`src/rtl/serial_tx.sv`:
```
// serial_tx: parallel-in, serial-out transmitter.
// Words enter a one-entry holding buffer through a valid/ready handshake and
// are shifted out one bit per enabled clock on q, framed by q_valid/q_last.
// A word waiting in the holding buffer follows the current one with no gap.

module serial_tx #(
    parameter int WIDTH      = 8,     // bits per word, 2..32
    parameter bit MSB_FIRST  = 1'b1,  // 1: bit WIDTH-1 goes out first
    parameter bit IDLE_LEVEL = 1'b1   // line level when no word is sent
) (
    input  logic             clk,
    input  logic             rst_n,
    input  logic             clk_en,
    input  logic [WIDTH-1:0] d,
    input  logic             d_valid,
    output logic             d_ready,
    output logic             q,
    output logic             q_valid,
    output logic             q_last,
    output logic             busy
);

    localparam int CW = $clog2(WIDTH);
    localparam logic [CW-1:0] LAST_IDX = CW'(WIDTH - 1);

    typedef enum logic {
        IDLE,
        SHIFT
    } state_t;

    state_t           state;
    logic [WIDTH-1:0] hold;
    logic             hold_full;
    logic [WIDTH-1:0] sr;
    logic [CW-1:0]    cnt;

    logic             accept;
    logic             word_done;
    logic             load;
    logic [CW-1:0]    cnt_nxt;
    logic [CW-1:0]    bit_idx;
    logic             first_bit;
    logic             next_bit;

    // Accept needs an empty buffer and a drain needs a full one, so the two
    // can never coincide on one edge.
    assign accept    = d_valid && !hold_full;
    assign word_done = (state == SHIFT) && (cnt == LAST_IDX);
    assign load      = clk_en && hold_full && ((state == IDLE) || word_done);

    // Bit selection by position: the counter names the bit now on the line,
    // so the next bit is at position cnt+1 in transmit order.
    assign cnt_nxt   = cnt + CW'(1);
    assign bit_idx   = MSB_FIRST ? (LAST_IDX - cnt_nxt) : cnt_nxt;
    assign first_bit = MSB_FIRST ? hold[WIDTH-1] : hold[0];
    assign next_bit  = sr[bit_idx];

    assign d_ready = !hold_full;
    assign busy    = (state == SHIFT) || hold_full;

    // Holding buffer, shift engine and registered line outputs.
    // NOTE: every register here uses <= so all right-hand sides read the
    // pre-edge values; mixing in = would make the result order-dependent.
    always_ff @(posedge clk or negedge rst_n) begin
        if (!rst_n) begin
            state     <= IDLE;
            // NOTE: hold is a plain data register; resetting it costs little
            // and keeps simulation free of X on the data path after reset.
            hold      <= '0;
            hold_full <= 1'b0;
            sr        <= '0;
            cnt       <= '0;
            q         <= IDLE_LEVEL;
            q_valid   <= 1'b0;
            q_last    <= 1'b0;
        end else begin
            // Handshake runs every cycle, independent of the bit-rate enable.
            if (accept) begin
                hold      <= d;
                hold_full <= 1'b1;
            end else if (load) begin
                hold_full <= 1'b0;
            end

            if (clk_en) begin
                case (state)
                    IDLE: begin
                        if (hold_full) begin
                            sr      <= hold;
                            cnt     <= '0;
                            q       <= first_bit;
                            q_valid <= 1'b1;
                            q_last  <= 1'b0;
                            state   <= SHIFT;
                        end
                    end
                    SHIFT: begin
                        if (cnt != LAST_IDX) begin
                            cnt    <= cnt_nxt;
                            q      <= next_bit;
                            q_last <= (cnt_nxt == LAST_IDX);
                        end else if (hold_full) begin
                            // Next word starts right behind the last bit.
                            sr      <= hold;
                            cnt     <= '0;
                            q       <= first_bit;
                            q_valid <= 1'b1;
                            q_last  <= 1'b0;
                        end else begin
                            q       <= IDLE_LEVEL;
                            q_valid <= 1'b0;
                            q_last  <= 1'b0;
                            state   <= IDLE;
                        end
                    end
                    default: begin
                        state <= IDLE;
                    end
                endcase
            end
        end
    end

endmodule
```
`config.mk`:
```
export PLATFORM = sky130hd
export DESIGN_NAME = serial_tx
export DESIGN_NICKNAME = d
export VERILOG_FILES = /design/src/rtl/serial_tx.sv
export SDC_FILE = /design/constraint.sdc
export NUM_CORES = 1
export LEC_CHECK = 0
export CORE_ASPECT_RATIO = 0.9
export CORE_MARGIN = 2
export CORE_UTILIZATION = 55
export DETAILED_ROUTE_END_ITERATION = 7
export DONT_BUFFER_PORTS = 1
export PLACE_DENSITY = 0.7
export SLEW_MARGIN = 20
export SYNTH_ARGS = -nofsm -noshare
export SYNTH_HDL_FRONTEND = slang
export SYNTH_SLANG_ARGS = --single-unit
```
`constraint.sdc`:
```
create_clock -name clk -period 3.8 [get_ports clk]
set_clock_uncertainty 0.1 [all_clocks]
set_input_delay 0.76 -clock clk [delete_from_list [all_inputs] [get_ports clk]]
set_output_delay 0.76 -clock clk [all_outputs]
set_load 0.02 [all_outputs]
```
Word-level counts from Yosys, hierarchy flattened

Index checks and enable logic that the tools add are counted.

Bits in registers: 24
Logic and storage cells: 51
Input bits: 12
Output and inout port bits: 5

Multiplexer cells: 23
Magnitude comparators: 1
Reduce and logical (&&, ||, !) cells: 11
Bitwise operators: 1
Equality and inequality tests: 5
Add/sub/neg operators: 2

Operators by type and width:

| operator            | count |
|---|---|
| $mux 8              | 2 |
| $pmux 8 s2          | 1 |
| $mux 1              | 12 |
| $pmux 1 s2          | 4 |
| $eq 3x3->1 const B  | 2 |
| $mux 3              | 2 |
| $pmux 3 s2          | 1 |
| $logic_and 1x1->1   | 4 |
| $lt 3x4->1 const B  | 1 |
| $ne 2x2->1 const B  | 2 |
| $reduce_and 2->1    | 2 |
| $add 3x1->3 const B | 1 |
| $bmux 1 s3          | 1 |
| $ne 3x3->1 const B  | 1 |
| $reduce_and 3->1    | 1 |
| $sub 3x3->3 const A | 1 |
| $logic_or 1x1->1    | 2 |
| $reduce_bool 2->1   | 1 |
| $logic_not 1->1     | 1 |
| $not 1->1           | 1 |

Logic depth before layout (Yosys ltp)

Word-level depth: 6
Mapped depth: 6
Mapped depth without buffers: 6

Least setup slack after synthesis

OpenSTA, ideal clock, no wires.

Path kind: input to register
From: input port d_valid
To: register hold[0]
Arrival time: 1502 ps
Path buffers: 1
Stages on the path: 3
Setup slack: 2073 ps
Setup time: 125 ps
Data required time: 3575 ps
Path through: nor2b_1 -> clkbuf_1 -> mux2_2

Cells in the longest elaborated chain, start to end: 1

RTL lines:

| what                   | line | RTL |
|---|---|---|
| start: declaration     | 15   | `input logic d_valid,` |
| $logic_and 1x1->1      | 47   | `assign accept = d_valid && !hold_full;` |
| end signal: assignment | 69   | `hold <= '0;` |
| end signal: assignment | 79   | `hold <= d;` |
| end: declaration       | 32   | `logic [WIDTH-1:0] hold;` |

No other way between the ends.
A chain may end at the register's enable or synchronous reset.

Worst setup path after layout

From: register hold_full
To: output port busy

Cells in the longest elaborated chain, start to end: 1

RTL lines:

| what                     | line | RTL |
|---|---|---|
| start: declaration       | 33   | `logic hold_full;` |
| start signal: assignment | 70   | `hold_full <= 1'b0;` |
| start signal: assignment | 80   | `hold_full <= 1'b1;` |
| start signal: assignment | 82   | `hold_full <= 1'b0;` |
| $logic_or 1x1->1         | 59   | `assign busy = (state == SHIFT) \|\| hold_full;` |
| end: declaration         | 20   | `output logic busy` |

No other way between the ends.

==> summary.txt <==
Setup path
  – WP data required: 2.94 ns
  – Critical path cell sequence: or2_2
  – Crit Path Max Fanout: 8
  – Crit path DAT: 1.17 ns
  – Reg2Reg Launch Point: cnt[0]
  – Type of destination of the critical path: output port
  – Max incr delay on CP: 0.48 ns
  – Critical Path Source: hold_full
  – Worst setup path category: reg -> out
  – CP max-delay cell: dfrtp_1
  – Buffers and inverters on the worst path: 0
  – CP delay by family, top: flip-flops
  – CP startpoint kind: flip-flop

Global route
  – First-pass GRT wire length: 2530 um
  – Remaining global-route overflow: 0
  – Vias in the first global route: 597
  – GRT Overall Usage: 15.0%
  – Largest net degree at the start of global routing: 25
  – Initial antenna violation count: 0

STA
  – Slew HR: 54.8%
  – Final Max Slew Viols: 0
  – Maximum clock rate: 0.494 GHz
  – Final Cycle Share: 53.3%
  – Final worst path period need: 2.03 ns
  – Final Hold Vio Count: 0
  – Finish-stage setup viols: 0
  – RSZ-0062 raised after global routing: false
  – Worst-margin pin slew: 0.677 ns
  – TNS Setup: 0 ns

Synthesis
  – Yosys reg bits: 24
  – Syn Area/Cell: 13.5 um2
  – Post-synthesis sequential area ratio: 56.3%
  – Syn Std Cell Area: 1070 um2
  – Synth top area cells: dfrtp_1 54%, mux2_2 17%, mux4_1 4.9%, ha_1 3.5%, o21ai_0 2.8%
  – Netlist cell types: 21
  – Ys Warns: 0
  – Synthesized net count: 94
  – Largest area contributor in the netlist: dfrtp_1
  – Area share of the largest cell type after synthesis: 53.9%
  – Syn Inst Count: 79

Cells and area
  – Final Non-Filler Cells: 107
  – Layout Nets: 98
  – FILL cells: 165
  – Most frequent cells in the layout: 23 x dfrtp_1, 16 x mux2_2, 8 x nand2_1
  – Sequential Area: 602 um2
  – Most common cell after layout, fill and taps aside: dfrtp_1
  – Area of the multi-input gates: 447 um2
  – Antenna diode count: 0
  – Area grow syn2layout: 8.90%
  – Layout cells sized above 1: 30.5%

Clock network
  – CTS tree: done
  – Clock slew at reported path FFs: 0.13 ns
  – CTS Buffer Depth: 2
  – Clk sinks: 24
  – Clock Latency Late Sink: 0.31 ns
  – Root Buffer: clkbuf_4
  – Htree depth: 1
  – CTS buffer count: 3
  – Resized Gates After CTS: 0

Status
  – Outcome: complete, no violations

Detailed routing
  – Drt first-iter violations: 5
  – TritonRoute pass-1 iters: 4
  – Detailed Route WL: 1580 um
  – Via Count: 598
  – Number of vias per cell: 5.59
  – Residual DRC: 0
  – Wire length per cell: 14.8 um
  – Final ANT Viol Nets: 0

Flow run
  – # Max-Cap Violations: 0

Power and ir drop
  – Internal power: 636 uW
  – Net Sw Frac: 29.3%
  – Leakage: 0.517 nW
  – Part of the power in registers: 52.2%
  – Pwr Total: 900 uW
  – Comb pwr share: 27.7%
  – Net Sw Power: 264 uW
  – Max VDD drop: 0.000428 V
  – Clock power share: 20.1%
  – Power density cells: 773 nW/um2

Placed design
  – Post-DP HPWL: 1170 um
  – PortBufs: 0
  – Placed cells: 102
  – Routability Congestion: 0.744

Floorplan
  – # rows: 15
  – I/O Pins: 17
  – Die X: 50.5 um
  – Starting density of the core: 56.9%
  – Die extent in y: 45.8 um
  – Full die area: 2310 um2
  – Core Area: 1880 um2

Worst hold path
  – HP Class: in -> async
[metal layers]
layer  part of all wire (%)  vias up  global-route usage, %
li1                       -      282                      -
met1                     45      299                   17.1
met2                     50       15                   27.6
met3                    4.5        2                   3.29
met4                   0.95        0                   6.49
met5                      0        -                      0
[path summary, 6_finish.rpt]
path / cells after the start / endpoint / slack (ns)
setup / recovery: 1 / busy / 1.77
max in group asynchronous: 1 / sr[0] / 3.33
setup reg to reg: 4 / sr[5] / 1.92
hold reg to reg: 1 / sr[7] / 0.42
hold / removal: 1 / cnt[1] / 0.14
min in group clk: 1 / sr[7] / 0.42
[cell families (layout without fill, tap and decap cells)]
| group | count (synthesis) | count (layout) | share of synthesized area, % |
|---|---|---|---|
| AOI/OAI and AO/OA | 11 | 11 | 7.61 |
| adders and majority gates | 3 | 3 | 3.51 |
| buffers and inverters | 5 | 8 | 1.87 |
| muxes | 20 | 20 | 23.7 |
| and+or+nand+nor | 15 | 15 | 6.21 |
| DFF | 24 | 24 | 56.3 |
| xor gates and xnor gates | 1 | 1 | 0.820 |
[state kept, by name, indices dropped and copies added (netlist names)]
register   flops
sr             8
hold_full      1
hold           8
q              1
state          1
q_last         1
cnt            3
q_valid        1
[metrics by stage]
stage               util, %  hold WS, ns  instance area (um2)  setup WS (ns)
CTS                    60.9      0.00957                 1140           1.76
global route           62.0        0.118                 1160           1.72
finish                 62.0        0.138                 1160           1.77
detailed placement     58.1        0.365                 1090           1.84
global placement       58.1        0.365                 1090           1.84
floorplan                 -        0.364                 1070           2.07
[what timing repair did]
| item | in CTS | in global routing |
|---|---|---|
| hold endpoints to repair | 0 | 23 |
| setup endpoints to repair | 0 | 0 |
| hold buffers | 0 | 1 |
| buffers inserted | 0 | 0 |
[Yosys cell counts]
master	count
dfrtp_1	23
inv_1	3
or2_2	1
o21ai_0	6
a22o_1	2
ha_1	3
nand2_1	8
mux2_2	16
nand3_1	2
mux4_1	2
nor2_1	2
dfstp_2	1
a32o_1	1
nor2b_1	1
xor2_1	1
nor2_2	1
buf_2	1
a21boi_4	1
mux2i_1	2
o21ai_1	1
clkbuf_1	1
[final cells by class]
type / count / area share [%]
flip-flops and latches: 24 / 51.7
multi-input cells: 50 / 38.4
well taps: 25 / 2.69
clock inverters: 1 / 2.58
clock buffers: 3 / 1.94
repair buffers: 1 / 1.72
inverters: 3 / 0.968
[power by group through the flow]
| stage | clock network, mW | logic (mW) | registers [mW] |
|---|---|---|---|
| 5_1_grt | 0.196 | 0.274 | 0.489 |
| 6_report | 0.181 | 0.249 | 0.470 |
| 4_1_cts | 0.186 | 0.247 | 0.473 |
| 3_3_place_gp | 0 | 0.239 | 0.473 |
| 2_1_floorplan | 0 | 0.232 | 0.442 |
| 3_5_place_dp | 0 | 0.246 | 0.480 |
(Power assumes the default switching activity.)
